===== config.mk =====
export PLATFORM = sky130hd
export DESIGN_NAME = cpu_core
export DESIGN_NICKNAME = d
export VERILOG_FILES = /design/src/rtl/cpu_pkg.sv /design/src/rtl/cpu_alu.sv /design/src/rtl/cpu_core.sv
export SDC_FILE = /design/constraint.sdc
export NUM_CORES = 1
export LEC_CHECK = 0
export ABC_AREA = 1
export CORE_MARGIN = 8
export CORE_UTILIZATION = 45
export CTS_BUF_LIST = sky130_fd_sc_hd__clkbuf_4 sky130_fd_sc_hd__clkbuf_8
export DETAILED_ROUTE_END_ITERATION = 6
export PLACE_DENSITY = 0.66
export SLEW_MARGIN = 20
export SYNTH_ARGS = -nofsm -noshare
export SYNTH_HDL_FRONTEND = slang
export SYNTH_HIERARCHICAL = 1
export SYNTH_SLANG_ARGS = --single-unit

===== constraint.sdc =====
create_clock -name clk -period 4.4 [get_ports clk]
set_input_delay 0.88 -clock clk [delete_from_list [all_inputs] [get_ports clk]]
set_output_delay 0.88 -clock clk [all_outputs]
set_load 0.03 [all_outputs]

===== src/rtl/cpu_pkg.sv =====
// Shared definitions for the parametrised bus-computer core: opcodes,
// microsequencer states and instruction field helpers.
package cpu_pkg;

  localparam logic [3:0] OP_NOP = 4'h0;
  localparam logic [3:0] OP_LDA = 4'h1;
  localparam logic [3:0] OP_ADD = 4'h2;
  localparam logic [3:0] OP_SUB = 4'h3;
  localparam logic [3:0] OP_STA = 4'h4;
  localparam logic [3:0] OP_LDI = 4'h5;
  localparam logic [3:0] OP_JMP = 4'h6;
  localparam logic [3:0] OP_JC  = 4'h7;
  localparam logic [3:0] OP_JZ  = 4'h8;
  localparam logic [3:0] OP_OUT = 4'hE;
  localparam logic [3:0] OP_HLT = 4'hF;

  typedef enum logic [2:0] {
    T0   = 3'd0,
    T1   = 3'd1,
    T2   = 3'd2,
    T3   = 3'd3,
    T4   = 3'd4,
    HALT = 3'd5
  } state_e;

  // The opcode always occupies the top nibble of the instruction word.
  function automatic int opcode_lsb(input int data_width);
    return data_width - 4;
  endfunction

endpackage


===== src/rtl/cpu_alu.sv =====
// Combinational add/subtract unit. On subtract, carry is the no-borrow flag
// (a >= b) so a following JC tests "no borrow".
module cpu_alu #(
  parameter int DATA_WIDTH = 8
) (
  input  logic [DATA_WIDTH-1:0] a,
  input  logic [DATA_WIDTH-1:0] b,
  input  logic                  sub,
  output logic [DATA_WIDTH-1:0] result,
  output logic                  carry,
  output logic                  zero
);

  logic [DATA_WIDTH:0] sum;
  logic [DATA_WIDTH:0] b_ext;
  logic [DATA_WIDTH:0] cin_ext;

  always_comb begin
    b_ext   = sub ? {1'b0, ~b} : {1'b0, b};
    cin_ext = {{DATA_WIDTH{1'b0}}, sub};
    sum     = {1'b0, a} + b_ext + cin_ext;
    result  = sum[DATA_WIDTH-1:0];
    carry   = sum[DATA_WIDTH];
    zero    = (sum[DATA_WIDTH-1:0] == '0);
  end

endmodule


===== src/rtl/cpu_core.sv =====
// Multi-cycle accumulator CPU: five-state microsequencer driving PC, MAR, IR,
// A, B and C/Z flags against an external comb-read / sync-write memory.
module cpu_core
  import cpu_pkg::*;
#(
  parameter int DATA_WIDTH = 8,
  parameter int ADDR_WIDTH = 4
) (
  input  logic                  clk,
  input  logic                  rst,
  output logic [ADDR_WIDTH-1:0] mem_addr,
  input  logic [DATA_WIDTH-1:0] mem_rdata,
  output logic [DATA_WIDTH-1:0] mem_wdata,
  output logic                  mem_we,
  output logic [DATA_WIDTH-1:0] out_data,
  output logic                  out_valid,
  input  logic                  out_ready,
  output logic                  halted,
  output logic [ADDR_WIDTH-1:0] pc_dbg
);

  localparam int OPC_LSB = opcode_lsb(DATA_WIDTH);

  state_e                state_q, state_d;
  logic [ADDR_WIDTH-1:0] pc_q, pc_d;
  logic [ADDR_WIDTH-1:0] mar_q, mar_d;
  logic [DATA_WIDTH-1:0] ir_q, ir_d;
  logic [DATA_WIDTH-1:0] a_q, a_d;
  logic [DATA_WIDTH-1:0] b_q, b_d;
  logic                  c_q, c_d;
  logic                  z_q, z_d;

  logic [3:0]            opcode;
  logic [ADDR_WIDTH-1:0] operand;
  logic [DATA_WIDTH-1:0] alu_result;
  logic                  alu_carry;
  logic                  alu_zero;

  assign opcode  = ir_q[OPC_LSB +: 4];
  assign operand = ir_q[ADDR_WIDTH-1:0];

  // Bits between operand and opcode carry no meaning in this instruction set.
  if (OPC_LSB > ADDR_WIDTH) begin : g_ir_gap
    logic unused_ir_gap;
    assign unused_ir_gap = ^ir_q[OPC_LSB-1:ADDR_WIDTH];
  end

  cpu_alu #(
    .DATA_WIDTH(DATA_WIDTH)
  ) u_alu (
    .a      (a_q),
    .b      (b_q),
    .sub    (opcode == OP_SUB),
    .result (alu_result),
    .carry  (alu_carry),
    .zero   (alu_zero)
  );

  always_comb begin
    state_d = state_q;
    pc_d    = pc_q;
    mar_d   = mar_q;
    ir_d    = ir_q;
    a_d     = a_q;
    b_d     = b_q;
    c_d     = c_q;
    z_d     = z_q;

    unique case (state_q)
      T0: begin
        mar_d   = pc_q;
        state_d = T1;
      end
      T1: begin
        ir_d    = mem_rdata;
        pc_d    = pc_q + ADDR_WIDTH'(1);
        state_d = T2;
      end
      T2: begin
        state_d = T3;
        case (opcode)
          OP_LDA, OP_ADD, OP_SUB, OP_STA: mar_d = operand;
          OP_LDI: a_d = {{(DATA_WIDTH-ADDR_WIDTH){1'b0}}, operand};
          OP_JMP: pc_d = operand;
          OP_JC:  if (c_q) pc_d = operand;
          OP_JZ:  if (z_q) pc_d = operand;
          OP_OUT: if (!out_ready) state_d = T2;
          OP_HLT: state_d = HALT;
          default: ;
        endcase
      end
      T3: begin
        state_d = T4;
        case (opcode)
          OP_LDA:         a_d = mem_rdata;
          OP_ADD, OP_SUB: b_d = mem_rdata;
          default: ;
        endcase
      end
      T4: begin
        state_d = T0;
        if (opcode == OP_ADD || opcode == OP_SUB) begin
          a_d = alu_result;
          c_d = alu_carry;
          z_d = alu_zero;
        end
      end
      HALT: state_d = HALT;
      default: state_d = T0;
    endcase
  end

  always_ff @(posedge clk or posedge rst) begin
    if (rst) begin
      state_q <= T0;
      pc_q    <= '0;
      mar_q   <= '0;
      ir_q    <= '0;
      a_q     <= '0;
      b_q     <= '0;
      c_q     <= 1'b0;
      z_q     <= 1'b0;
    end else begin
      state_q <= state_d;
      pc_q    <= pc_d;
      mar_q   <= mar_d;
      ir_q    <= ir_d;
      a_q     <= a_d;
      b_q     <= b_d;
      c_q     <= c_d;
      z_q     <= z_d;
    end
  end

  // Strobes decode straight from state so a reset drops them immediately.
  assign mem_we    = (state_q == T3) && (opcode == OP_STA);
  assign out_valid = (state_q == T2) && (opcode == OP_OUT);
  assign halted    = (state_q == HALT);
  assign mem_addr  = mar_q;
  assign mem_wdata = a_q;
  assign out_data  = a_q;
  assign pc_dbg    = pc_q;

endmodule


==> summary by stage, run 1 <==
Run status
The flow ran to the end, and the final reports show no timing, DRC or antenna violations.

Job
Across the run, the number of max-cap violations was 0.

Finish
In the final layout, the share of cells above drive strength 1 is 0.1371. The number of non-filler instances in the completed layout is 444. 0 antenna diodes ended up in the layout.

Measured on the finished design, the core utilization comes to 0.5453. The number of nets in the final layout is 392. The final cell area excluding filler cells is 0.002984 mm2. Relative to the synthesized area, the layout overhead comes to 18.36%.

Logic synthesis
The synthesized-area fraction occupied by ao, oa, aoi and oai cells is 0.1057. Yosys mapped the design onto 33 distinct sky130hd cell types. The post-synthesis average cell area is 7.415 um2. By instance count, the leading cell after synthesis is sky130_fd_sc_hd__nand2_1. The post-synthesis xor/xnor area fraction is 0.03127. Among all flip-flop cells after synthesis, the most frequent one is sky130_fd_sc_hd__dfrtp_1. Of the synthesized area, sequential elements account for 0.3672. The library cell with the largest summed area after synthesis is sky130_fd_sc_hd__dfrtp_1. The async set or reset register ratio after synthesis is 1.000. The commonest cells after synthesis are sky130_fd_sc_hd__nand2_1, sky130_fd_sc_hd__dfrtp_1, sky130_fd_sc_hd__inv_1, sky130_fd_sc_hd__nand3_1, sky130_fd_sc_hd__o21ai_0. The number of nets handed over by synthesis was 360. The combinational family with the most area after synthesis is simple AND/OR/NAND/NOR gates. Yosys printed 6 warnings.

The synthesized cell area is 0.002521 mm2. The post-synthesis share of cell area spent on and, or, nand and nor gates is 0.3424. Of the total synthesized cell area, the portion taken by full adders, half adders and majority gates is 0.04764. The top cell type's share of synthesized area is 0.3672. The number of enable-type register cells in the synthesized netlist is 0. Of the post-synthesis cell area, the part taken by muxes is 0.

The synthesized design contains 37 register bits. By area the synthesized netlist is led by sky130_fd_sc_hd__dfrtp_1, sky130_fd_sc_hd__nand2_1, sky130_fd_sc_hd__inv_1. The synthesized instance count is 340.

Critical path
The critical path required time is 4.59 ns. The destination of the worst register-to-register timing path is mem_wdata[6]. The largest single stage delay on the critical path is 0.67 ns. For this design, the slowest cell found on the critical path is sky130_fd_sc_hd__nor2_1.

The worst register-to-register path begins at ir_q[6]. The data arrival time at the worst-slack endpoint is 3.13 ns. The register-to-register setup slack is 1.46 ns. The worst setup path is launched from a flip-flop. The critical path starts at ir_q[6]. The maximum fanout count along the critical path is 8. The most numerous cell on the critical path is sky130_fd_sc_hd__nand2_1. The critical path class is flip-flop to flip-flop. The kind of end point of the critical path is a flip-flop. For the worst flop-to-flop path, the logic depth is 17.

The signal on the critical path passes through inv_2 -> nand2_2 -> nor2_1 -> xnor2_1 -> fa_1 -> inv_1 -> nand3_1 -> nand2_1 -> nand2_1 -> nand2_1 -> nand2_1 -> nand2_2 -> inv_1 -> nand2_1 -> o21ai_0 -> nand2_1 -> nand2_1.

Clock network
The clock transition at the registers of the reported paths is 0.08 ns. The TritonCTS clock tree is built. The buffer levels on the longest clock path is 2. The number of setup buffers added after CTS is 0. Counting the buffers created by CTS gives 5. The later pin in the worst-skew pair is clocked with a latency of 0.29 ns.

In this run the number of H-tree levels came out at 2. The cell chosen for the clock root is sky130_fd_sc_hd__clkbuf_8. The TritonCTS sink count is 37.

The hold buffer count at CTS is 0. The number of instances resized during post-cts repair is 0.

STA
Of the available clock period, the critical path in the final layout requires 0.6686. For this run, the top clock speed supported by timing is 339.9 MHz. The total negative slack is 0 ns.

The count of final setup violators is 0. The measured slew at the worst slew-check pin is 0.8718 ns. The final hold slack is 0.4957 ns.

The worst pin sits at a relative slew slack of 0.4167. The max-slew violation count came to 0. The worst path needs 2.942 ns of the cycle, external delays included. Setup repair after global routing left no endpoint under its margin. The hold violation count in the final report is 0. Across the routed clock network, the largest skew measured is 0.006104 ns.

Placement
The instance area at placement is 0.002880 mm2. The wire-length estimate of the detail-placed layout is 4447 um. Once placement completed, the tool counted placed cells totaling 437. The count of buffers added on input and output ports is 37. The global placement routability congestion is 0.8376.

Drt
After detailed routing, the number of vias per cell comes to 4.885. After detailed routing, the number of remaining DRC violations is 0. In the final routed layout, each cell accounts on average for 13.16 um. The total routed wirelength is 5844 um. The initial detailed-routing violation count is 135.

The pre-antenna-repair detailed-routing pass consisted of 4 iterations. The detailed-route via count is 2,169. The post-route antenna net violation count is 0.

Power
The maximum ir drop on the vdd rail is 324.7 uV. The analysis attributes to cell leakage a power of 1.541 nW. Power spread over the standard cell area amounts to 853.3 mW/mm2.

Floorplanning
38 I/O pins were placed. The die is 90.85 um wide. The core region area is 0.005473 mm2.

The initial cell density of the core is 0.4607. The height of the die is 90.85 um. The floorplan step defined a die boundary enclosing 0.008254 mm2. After floorplanning, the core was divided into 27 placement rows.

Global route
The global-route usage over all layers is 0.1505. The number of global-route vias before repair is 2,168. The largest net degree at the start of global routing is 38. For this run the aggregate overflow at the end of global routing stands at 0. The number of antenna violations at the first check in global routing is 0. The global-route wire length before repair is 10,320 um.

Worst hold path
The worst min-delay path class is flip-flop to flip-flop. The worst hold path was traced through 2 stages. The hold path endpoint is mem_addr[1]. The critical hold path startpoint is mem_addr[1].
## worst max-delay path, delay by kind of cell, from the launching register on
kind / cells / cell delay [ns]
xor+xnor: 1 / 0.25
fa+ha+maj: 1 / 0.49
simple gates: 11 / 1.38
compound gates: 1 / 0.07
buf+inv: 3 / 0.21
flops: 1 / 0.43
## metrics by stage
stage / power (mW) / worst slack (ns)
after floorplan: 1.887 / 2.194
after global placement: 2.234 / 1.576
after detailed placement: 2.262 / 1.466
after CTS: 2.567 / 1.436
after global routing: 2.809 / 1.101
final: 2.546 / 1.458
## worst max-delay path by stage
stage                   endpoint  slack (ns)  cells after the start
global route        mem_wdata[6]        1.10                     16
finish              mem_wdata[6]        1.46                     17
detailed placement  mem_wdata[6]        1.47                     17
floorplan           mem_wdata[7]        2.19                     19
CTS                 mem_wdata[6]        1.44                     17
global placement    mem_wdata[6]        1.58                     17
## power by group
group          internal (mW)  leakage (nW)  switching (mW)
Clock                  0.165        0.0540           0.127
Combinational          0.590          1.03            1.02
Sequential             0.493         0.462           0.154
Total                   1.25          1.54            1.30
## sequential cells by signal, indices dropped and copies added, names as in the netlist
signal     cells
state_q        3
pc_dbg         4
b_q            8
mem_wdata      8
ir_q           8
c_q            1
z_q            1
mem_addr       4
## layer usage
metal | wire, um | GRT usage
met1 | 2805 | 0.1906
met2 | 2694 | 0.2412
met3 | 250 | 0.04156
met4 | 94 | 0.04775
met5 | 0 | 0
## cell families (layout without fill, tap and decap cells)
group,Yosys count,after routing
AND/OR/NAND/NOR,187,187
adder cells (fa/ha/maj),9,9
buffers and inverters,55,87
AO/OA/AOI/OAI,43,43
flip-flops,37,37
XOR/XNOR,9,9
## layout by cell type, fill, tap and decap left out
master	synthesis	routed
sky130_fd_sc_hd__dfrtp_1	37	37
sky130_fd_sc_hd__fa_1	1	1
sky130_fd_sc_hd__nor2_4	2	2
sky130_fd_sc_hd__a21oi_2	1	1
sky130_fd_sc_hd__nor2_8	1	1
sky130_fd_sc_hd__buf_4	8	1
sky130_fd_sc_hd__or2_1	1	1
sky130_fd_sc_hd__clkdlybuf4s50_1	0	37
sky130_fd_sc_hd__nand3b_1	1	1
sky130_fd_sc_hd__bufinv_16	0	1
sky130_fd_sc_hd__nand2_4	4	4
sky130_fd_sc_hd__xnor2_1	2	2
sky130_fd_sc_hd__o21bai_1	1	1
sky130_fd_sc_hd__nand2_2	9	9
sky130_fd_sc_hd__nor2_2	6	6
sky130_fd_sc_hd__clkinv_1	2	2
sky130_fd_sc_hd__nor3_1	3	3
sky130_fd_sc_hd__nand3_1	23	23
sky130_fd_sc_hd__inv_2	7	7
sky130_fd_sc_hd__clkbuf_8	0	5
sky130_fd_sc_hd__nand4_1	2	2
sky130_fd_sc_hd__ha_1	8	8
sky130_fd_sc_hd__clkinv_2	0	1
sky130_fd_sc_hd__nand2_1	117	117
sky130_fd_sc_hd__nor2_1	15	15
sky130_fd_sc_hd__inv_1	33	33
sky130_fd_sc_hd__a21boi_1	1	1
sky130_fd_sc_hd__a21oi_1	6	6
sky130_fd_sc_hd__o211ai_1	1	1
sky130_fd_sc_hd__xor2_1	7	7
sky130_fd_sc_hd__o21ai_1	4	4
sky130_fd_sc_hd__nand3_2	3	3
sky130_fd_sc_hd__o21ai_0	18	18
sky130_fd_sc_hd__a21o_1	1	1
sky130_fd_sc_hd__o21ai_2	10	10
## final cells by class
class                      count  area, um2
fill                         579       2489
multi-input combinational    248       1329
sequential                    37      925.9
timing repair buffer          38      377.9
inverter                      42      157.7
tap                           72      90.09
clock buffer                   5      68.82
clock inverter                 2      35.03
Power figures use the tool's default switching activity.
==> run 2: changes to the inputs <==
--- a/config.mk
+++ b/config.mk
@@ -10,7 +10,7 @@
 export CORE_UTILIZATION = 45
 export CTS_BUF_LIST = sky130_fd_sc_hd__clkbuf_4 sky130_fd_sc_hd__clkbuf_8
 export DETAILED_ROUTE_END_ITERATION = 6
-export PLACE_DENSITY = 0.66
+export PLACE_DENSITY = 0.69
 export SLEW_MARGIN = 20
 export SYNTH_ARGS = -nofsm -noshare
 export SYNTH_HDL_FRONTEND = slang
==> constraint.sdc (replaced) <==
create_clock -name clk -period 2.6 [get_ports clk]
set_input_delay 0.52 -clock clk [delete_from_list [all_inputs] [get_ports clk]]
set_output_delay 0.52 -clock clk [all_outputs]
set_load 0.03 [all_outputs]
==> summary by stage, run 2 (synthesized netlist as in run 1, its figures left out) <==
STA
The max-slew violation count came to 0 (unchanged). The share of the clock period used by the worst path after layout is 0.9392 (+0.2706). The count of final setup violators is 0 (unchanged).

The minimum clock period after layout is 2.442 ns (-0.5000 ns). The relative slew slack is 0.6729 (+0.2562). The final worst clock skew is 0.005277 ns (-0.0008272 ns). The highest achievable clock rate is 409.5 MHz (+20%).

The measured slew at the worst slew-check pin is 0.4906 ns (-0.3811 ns). The hold violation count in the final report is 0 (unchanged). The final hold slack was 0.4977 ns (+0.002048 ns).

The setup slack after layout is 0.1582 ns (-1.300 ns).

Clock network
The total number of H-tree levels is 2 (unchanged). The TritonCTS sink count is 37 (unchanged). The clock transition at the registers of the reported paths is 0.08 ns (about the same). The cell sitting at the root of the clock tree is a sky130_fd_sc_hd__clkbuf_8. The buffer levels on the longest clock path is 2 (unchanged). The insertion delay of the later-clocked pin in the worst-skew pair is 0.29 ns (about the same). The hold buffer count at CTS is 0 (unchanged). The total CTS buffers came to 5 (unchanged). The TritonCTS clock tree is built.

Global route
The number of antenna violations at the first check in global routing is 0 (unchanged). The largest net degree at the start of global routing is 38 (unchanged). The layer flagged by global routing as most heavily used is met2. The total global routing overflow is 0 (unchanged). The global-route met2 utilization is 0.2430 (+0.001827). The met3 usage is 0.03907 (-0.002494). The global-route wire length before repair was 9867 um (-4.4%).

The global-route usage over all layers is 0.1473 (-0.003200). The number of global-route vias before repair is 2,115 (-2.4%). The met1 usage in global routing was 0.1786 (-0.01202).

Critical path
The master of the slowest instance on the critical path is sky130_fd_sc_hd__fa_2. The kind of end point of the critical path is a flip-flop. The signal on the critical path passes through inv_2 -> nand2_2 -> nor2_1 -> buf_6 -> nand2_4 -> nand2_4 -> inv_1 -> fa_2 -> nand3_1 -> nor2_1 -> nand3_1 -> nor2_1 -> nand2_1 -> nor2_2 -> nor2_1 -> a21oi_1. The delay of the slowest cell on the worst path is 0.55 ns (-0.12 ns). The critical path required time is 2.82 ns (-1.77 ns). The most numerous cell on the critical path is sky130_fd_sc_hd__nor2_1.

The data arrival time at the worst-slack endpoint is 2.66 ns (-0.47 ns). The maximum fanout count along the critical path is 7 (-1). The critical path buffer and inverter count is 3 (unchanged). STA classifies the critical path startpoint as a flip-flop. The gate family responsible for the most delay along the worst path is simple AND/OR/NAND/NOR gates. By startpoint and endpoint, the worst setup path is classified as flip-flop to flip-flop.

Drt
The initial detailed-routing violation count is 102 (-24%). The total routed wirelength is 6003 um (+2.7%). The number of detailed-route iterations in the first pass is 4 (unchanged). The detailed-route via count is 2,216 (+2.2%). The via density per instance is 4.914 (+0.58%). The DRC violations left is 0 (unchanged). The post-route antenna net violation count is 0 (unchanged). The average routed wire per standard cell came to 13.31 um (+1.1%).

Floorplanning
The core region area came to 0.005473 mm2 (unchanged). The number of top-level pins is 38 (unchanged). The area of the die is 0.008254 mm2 (unchanged). The initial cell density of the core came to 0.4607 (unchanged). The x dimension of the die is 90.85 um (unchanged).

The placement row count is 27 (unchanged). The height of the die is 90.85 um (unchanged).

Finish
The final standard cell utilization of the core is 0.5610 (+0.01578). The final antenna diode count was 0 (unchanged). The area added between synthesis and finish is 21.79%. The number of nets in the final layout is 398 (+1.5%). The most frequent standard cell in the layout excluding fill and tap cells is sky130_fd_sc_hd__nand2_1. The final cell area excluding filler cells is 0.003070 mm2 (+2.9%).

In the layout the commonest cells are sky130_fd_sc_hd__nand2_1, sky130_fd_sc_hd__dfrtp_1, sky130_fd_sc_hd__clkdlybuf4s50_1. The number of non-filler instances in the completed layout is 451 (+1.6%). The share of cells above drive strength 1 is 0.1636 (+0.02649).

Placement
The number of cells after detailed placement is 439 (+0.46%). The global placement routability congestion is 0.8772 (+4.7%). The instance area at placement came to 0.002895 mm2 (+0.52%). The port buffer count is 37 (unchanged). The placement-stage worst setup slack was 0.07715 ns (-1.389 ns). The final HPWL from detailed placement came to 4529 um (+1.9%).

Power
The switching power is 2.231 mW (+72%). The maximum ir drop on the vdd rail is 606.4 uV (+87%). The internal portion of total power is 2.197 mW (+76%). The ratio of total power to cell area is 1442 mW/mm2 (+69%). The portion of total power attributed to the clock network is 0.122 (+0.007). The power share of the sequential group is 0.248 (-0.006). The share of power burned in combinational logic came to 0.630 (-0.002). The net switching share of the total power is 0.5039 (-0.006249). The leakage dissipation is 1.600 nW (+3.8%).

Worst hold path
The worst min-delay path class is flip-flop to flip-flop.

Run status
The flow ran to the end, and the final reports show no timing, DRC or antenna violations.

Job
The number of max-cap violations was 0 (unchanged).
[run 2: cell count changes in the layout (fill, tap and decap cells not counted), sizes merged]
cell	before	now
clkdlybuf4s50	37	36
dlymetal6s2s	0	1
clkbuf	5	6
buf	1	7
clkinvlp	0	1
clkinv	3	2
[run 2: routing by layer]
metal	up-vias	routed length (um)
li1	1141	-
met1	1022	2639
met2	44	3032
met3	9	252
met4	0	79
met5	-	0
[run 2: per-stage QoR]
stage	total power, mW	TNS [ns]
floorplan	3.193	0
global placement	3.783	0
detailed placement	3.838	0
CTS	4.393	0
global route	4.824	-0.06241
finish	4.429	0
[run 2: area by class of cell]
cell class,instances,area (um2)
clock buffers,6,82.58
fillers,533,2402
clock inverters,2,37.54
multi-input cells,248,1346
flip-flops and latches,37,927.1
inverters,42,157.7
well taps,72,90.09
repair buffers,44,429.2
[run 2: repair_timing]
action / CTS / global route
setup buffers: 0 / 4
hold endpoints to repair: 0 / 0
gates resized for setup: 0 / 6
endpoints found under the setup margin: 0 / 6
[run 2: tightest hold or removal path, stage by stage (launching register included)]
cell                      delay, ns
sky130_fd_sc_hd__dfrtp_1       0.35
sky130_fd_sc_hd__nand2_1       0.05
sky130_fd_sc_hd__o21ai_1       0.06
[run 2: worst paths after layout]
kind                                   from           to  slack (ns)  depth (start not counted)
worst max register to register      ir_q[6]          z_q        0.16                         16
worst min register to register  mem_addr[0]  mem_addr[0]        0.50                          2
worst max-delay path                ir_q[6]          z_q        0.16                         16
max in group asynchronous               rst      ir_q[6]        1.62                          3
worst min-delay path            mem_addr[0]  mem_addr[0]        0.50                          2
min in group asynchronous               rst    pc_dbg[1]        0.63                          3
[run 2: power by group through the flow]
| stage | sequential, mW | combinational, mW | clock [mW] |
|---|---|---|---|
| after floorplan | 1.22 | 1.97 | 0 |
| after global placement | 1.10 | 2.69 | 0 |
| after detailed placement | 1.11 | 2.73 | 0 |
| after CTS | 1.10 | 2.74 | 0.554 |
| after global routing | 1.14 | 3.11 | 0.575 |
| final | 1.10 | 2.79 | 0.538 |
==> run 3: changes to the inputs <==
--- a/config.mk
+++ b/config.mk
@@ -7,10 +7,10 @@
 export LEC_CHECK = 0
 export ABC_AREA = 1
 export CORE_MARGIN = 8
-export CORE_UTILIZATION = 45
+export CORE_UTILIZATION = 28
 export CTS_BUF_LIST = sky130_fd_sc_hd__clkbuf_4 sky130_fd_sc_hd__clkbuf_8
 export DETAILED_ROUTE_END_ITERATION = 6
-export PLACE_DENSITY = 0.69
+export PLACE_DENSITY = 0.47
 export SLEW_MARGIN = 20
 export SYNTH_ARGS = -nofsm -noshare
 export SYNTH_HDL_FRONTEND = slang
==> summary by stage, run 3 (synthesized netlist as in run 1, its figures left out) <==
Worst hold path
In this run the most critical hold path is launched from c_q. The hold-critical path depth is 2 (unchanged). The hold path endpoint is c_q. The worst min-delay path class is flip-flop to flip-flop.

Clock network
The total number of H-tree levels is 2 (unchanged). The clock transition at the registers of the reported paths is 0.08 ns (about the same). The cell chosen for the clock root is sky130_fd_sc_hd__clkbuf_8.

The insertion delay of the later-clocked pin in the worst-skew pair is 0.30 ns (about the same). The total CTS buffers is 5 (unchanged). The TritonCTS clock tree is built.

The TritonCTS sink count is 37 (unchanged). The buffer levels on the longest clock path is 2 (unchanged). The hold buffer count at CTS is 0 (unchanged).

Power
The switching power is 2.243 mW (+0.53%). The internal portion of total power is 2.114 mW (-3.8%). The portion of total power attributed to the clock network is 0.100 (-0.022). The net switching share of the total power came to 0.5149 (+0.01099). The leakage dissipation is 1.582 nW (-1.1%). The power share of the sequential group is 0.250 (+0.002).

The maximum ir drop on the vdd rail is 383.0 uV (-37%). The ratio of total power to cell area was 1408 mW/mm2 (-2.4%). The share of power burned in combinational logic came to 0.650 (+0.020).

STA
The count of final setup violators is 0 (unchanged). The max-slew violation count is 0 (unchanged). The hold violation count in the final report is 0 (unchanged). The share of the clock period used by the worst path after layout is 0.9294 (-0.009785). The final hold slack is 0.4910 ns (-0.006708 ns).

The relative slew slack is 0.6605 (-0.01240). The highest achievable clock rate is 413.8 MHz (+1.1%). The measured slew at the worst slew-check pin is 0.5092 ns (+0.01860 ns).

The minimum clock period after layout came to 2.416 ns (-0.02544 ns). Setup repair after global routing could not meet its margin everywhere. The final worst clock skew was 0.01010 ns (+0.004821 ns).

Critical path
Among cell families on the critical path, the largest total delay comes from simple AND/OR/NAND/NOR gates. The signal on the critical path passes through inv_2 -> nand2_2 -> nor2_1 -> buf_6 -> nand2_4 -> nand2_4 -> inv_1 -> fa_1 -> inv_1 -> nand3_1 -> nand2_1 -> nand2_1 -> nand2_1 -> nand2_1 -> nand2_2 -> nand2_2 -> nor2_2 -> nor2_1 -> a21oi_1. Among the stages of the critical path, the cell type that occurs most often is sky130_fd_sc_hd__nand2_1. The setup path with the least slack is of type flip-flop to flip-flop.

The register-to-register setup slack came to 0.18 ns (+0.03 ns). The element type at the critical path start is a flip-flop. The master of the slowest instance on the critical path is sky130_fd_sc_hd__dfrtp_1. The critical path required time came to 2.83 ns (about the same). The critical path buffer and inverter count is 4 (+1). The worst register-to-register path begins at ir_q[7]. The maximum fanout count along the critical path is 8 (+1). The worst register-to-register path ends at z_q.

The delay of the slowest cell on the worst path came to 0.41 ns (-0.14 ns). The data arrival time at the worst-slack endpoint is 2.64 ns (-0.02 ns). STA classifies the critical path endpoint as a flip-flop. The worst reg2reg path depth is 19 (+3).

Placement
The final HPWL from detailed placement is 4963 um (+9.6%). The port buffer count is 37 (unchanged). The number of cells after detailed placement was 476 (+8.4%).

The global placement routability congestion is 0.8312 (-5.2%).

Floorplanning
The area of the die is 0.01230 mm2 (+49%). The initial cell density of the core is 0.2891 (-0.1716). The x dimension of the die is 110.9 um (+22%). The number of top-level pins is 38 (unchanged). The placement row count is 34 (+26%). The height of the die is 110.9 um (+22%). The core region area is 0.008721 mm2 (+59%).

Drt
The average routed wire per standard cell is 13.31 um (about the same). The via density per instance is 4.557 (-7.3%). The total routed wirelength came to 6457 um (+7.6%). The initial detailed-routing violation count came to 85 (-17%). The number of detailed-route iterations in the first pass is 4 (unchanged). The detailed-route via count is 2,210 (-0.27%). The DRC violations left came to 0 (unchanged). The post-route antenna net violation count was 0 (unchanged).

Finish
The number of non-filler instances in the completed layout came to 485 (+7.5%). The final-layout fill cell count came to 931 (+75%). The share of cells above drive strength 1 came to 0.1645 (+0.0008678).

The number of nets in the final layout was 397 (-0.25%). The final standard cell utilization of the core is 0.3548 (-0.2062). The area added between synthesis and finish is 22.73%. In the layout the commonest cells are sky130_fd_sc_hd__nand2_1, sky130_fd_sc_hd__dfrtp_1, sky130_fd_sc_hd__clkdlybuf4s50_1. The library cell used most frequently in the layout, excluding fill and tap cells, is sky130_fd_sc_hd__nand2_1.

The final antenna diode count is 0 (unchanged).

Global route
The number of global-route vias before repair was 2,217 (+4.8%). The total global routing overflow is 0 (unchanged). The global-route wire length before repair was 10,960 um (+11%). The number of antenna violations at the first check in global routing is 0 (unchanged). The global-route usage over all layers is 0.1088 (-0.03854). The largest net degree at the start of global routing came to 38 (unchanged).

Job
The number of max-cap violations is 0 (unchanged).

Run status
The flow ran to the end, and the final reports show no timing, DRC or antenna violations.
## run 3: worst min-delay path, stage by stage, from the launching register on
cell                      delay (ns)
sky130_fd_sc_hd__dfrtp_1        0.36
sky130_fd_sc_hd__nand2_1        0.06
sky130_fd_sc_hd__nand2_1        0.05
## run 3: worst max-delay path by stage
| stage | start | slack, ns | end | depth (start not counted) |
|---|---|---|---|---|
| 5_1_grt | ir_q[7] | -0.01 | mem_wdata[7] | 16 |
| 6_report | ir_q[7] | 0.18 | z_q | 19 |
| 2_1_floorplan | ir_q[7] | 0.39 | mem_wdata[7] | 19 |
| 3_3_place_gp | ir_q[7] | 0.11 | z_q | 18 |
| 4_1_cts | state_q[2] | 0.008 | mem_we | 6 |
| 3_5_place_dp | ir_q[7] | 0.07 | z_q | 18 |
## run 3: layer usage
layer,part of all wire,wire length (um),global-route usage,vias to the layer above
li1,-,-,-,1138
met3,0.032,209,0.02165,6
met4,0.012,78,0.05135,0
met5,0,0,0,-
met2,0.48,3093,0.1793,35
met1,0.48,3076,0.1323,1031
## run 3: metrics by stage
stage / power, mW / area [um2] / TNS, ns / worst slack (ns)
2_1_floorplan: 3.193 / 2521 / 0 / 0.3941
3_3_place_gp: 3.872 / 2948 / 0 / 0.1091
3_5_place_dp: 3.883 / 2948 / 0 / 0.07042
4_1_cts: 4.350 / 3038 / 0 / 0.008058
5_1_grt: 4.802 / 3094 / -0.02266 / -0.01226
6_report: 4.357 / 3094 / 0 / 0.1836
## run 3: power by group through the flow
stage          clock network (mW)  registers, mW  logic, mW
2_1_floorplan                   0           1.22       1.97
3_5_place_dp                    0           1.10       2.79
5_1_grt                     0.477           1.13       3.19
4_1_cts                     0.461           1.09       2.80
3_3_place_gp                    0           1.09       2.78
6_report                    0.437           1.09       2.83
## run 3: what timing repair did
action | in CTS | in global routing
endpoints found under the setup margin | 0 | 6
setup buffers | 0 | 2
gates resized for setup | 0 | 9
## run 3: final cells by class
type | count | area, um2 | share of cell area
multi-input cells | 248 | 1364 | 0.4408
clock buffers | 6 | 82.58 | 0.02669
well taps | 108 | 135.1 | 0.04367
repair buffers | 43 | 421.7 | 0.1363
clock inverters | 1 | 7.507 | 0.002426
flip-flops and latches | 37 | 925.9 | 0.2992
inverters | 42 | 157.7 | 0.05095
==> edit: new RTL, config.mk and constraints of run 1 <==
Set the parameter `ADDR_WIDTH` to 5 (it was 4).
--- a/src/rtl/cpu_core.sv
+++ b/src/rtl/cpu_core.sv
@@ -4,7 +4,7 @@
   import cpu_pkg::*;
 #(
   parameter int DATA_WIDTH = 8,
-  parameter int ADDR_WIDTH = 4
+  parameter int ADDR_WIDTH = 5
 ) (
   input  logic                  clk,
   input  logic                  rst,
Ports: changed (resized mem_addr and pc_dbg); port bits go from 38 to 40. The function was not compared with the original's and may differ.
==> edit against run 1 <==
- synthesized area rose by 6.6%
- final cell count up 6.5%
- clock power fell by 13%
- wire length rose by 7.6%
- sequential cell count increased by 2
- sequential power up 9.8%
- global-route usage is essentially flat
- final area increased by 5.5%
- clock skew grew 0.00086 ns
- synthesized cell count increased by 7.6%
- setup slack worse by 0.13 ns
- power grew 9.4%
- die area rose by 5.4%
- via count rose by 8.2%
==> edit: results <==
[placement]
dp_cells = 465
dp_slack_ns = 1.36

[grt]
met3_usage_pct = 2.64
use_met2_pct = 26.4
grt_pass1_wl_mm = 10.6

[synthesis]
synthXorXnorAreaFrac_pct = 2.93
synth_nets = 386
synth_fa_ha_area_share_pct = 4.47
yosysUniqueCellTypes = 36
avgSynthCellArea_um2 = 7.34

[status]
status = "completed"

[final_layout]
nFillCells = 561
clkCellAreaFrac_pct = 2.98
seqCellArea_um2 = 976
inverters_excl_clock = 45
buffer_area_share_pct = 12.6
nets = 417
fin_area_mm2 = 0.00315
nMultiInputCombCells = 266

[setup_path]
cp.arrival_ns = 3.27

[power_and_ir_drop]
sw_frac_of_total_pct = 52.9
vdd_drop_max_mv = 0.316
intPower_mw = 1.31
clock_power_share_pct = 9.1

[routing]
drt_wl_total_mm = 6.29
drtIter0Drc = 150
avgViaCountPerCell = 4.96

[timing]
skew_ns = 0.00697
==> edit: worst max-delay path, delay by kind of cell (launching register included) <==
family | cells | cell delay [ns]
adder cells (fa/ha/maj) | 1 | 0.47
AND/OR/NAND/NOR | 11 | 1.55
buffers and inverters | 3 | 0.19
flip-flops | 1 | 0.44
XOR/XNOR | 1 | 0.25
AO/OA/AOI/OAI | 1 | 0.07
==> edit: worst min path at each step <==
stage                      from     endpoint  depth (start not counted)
CTS                 mem_addr[4]  mem_addr[4]                          2
global placement            c_q          c_q                          2
finish              mem_addr[0]  mem_addr[0]                          2
global route        mem_addr[4]  mem_addr[4]                          2
floorplan                   c_q          c_q                          2
detailed placement  mem_addr[4]  mem_addr[4]                          2
==> edit: cell families after synthesis <==
logic type,Yosys count
buffers and inverters,61
DFF,39
and+or+nand+nor,208
adders and majority gates,9
xor gates and xnor gates,9
AOI/OAI and AO/OA,40
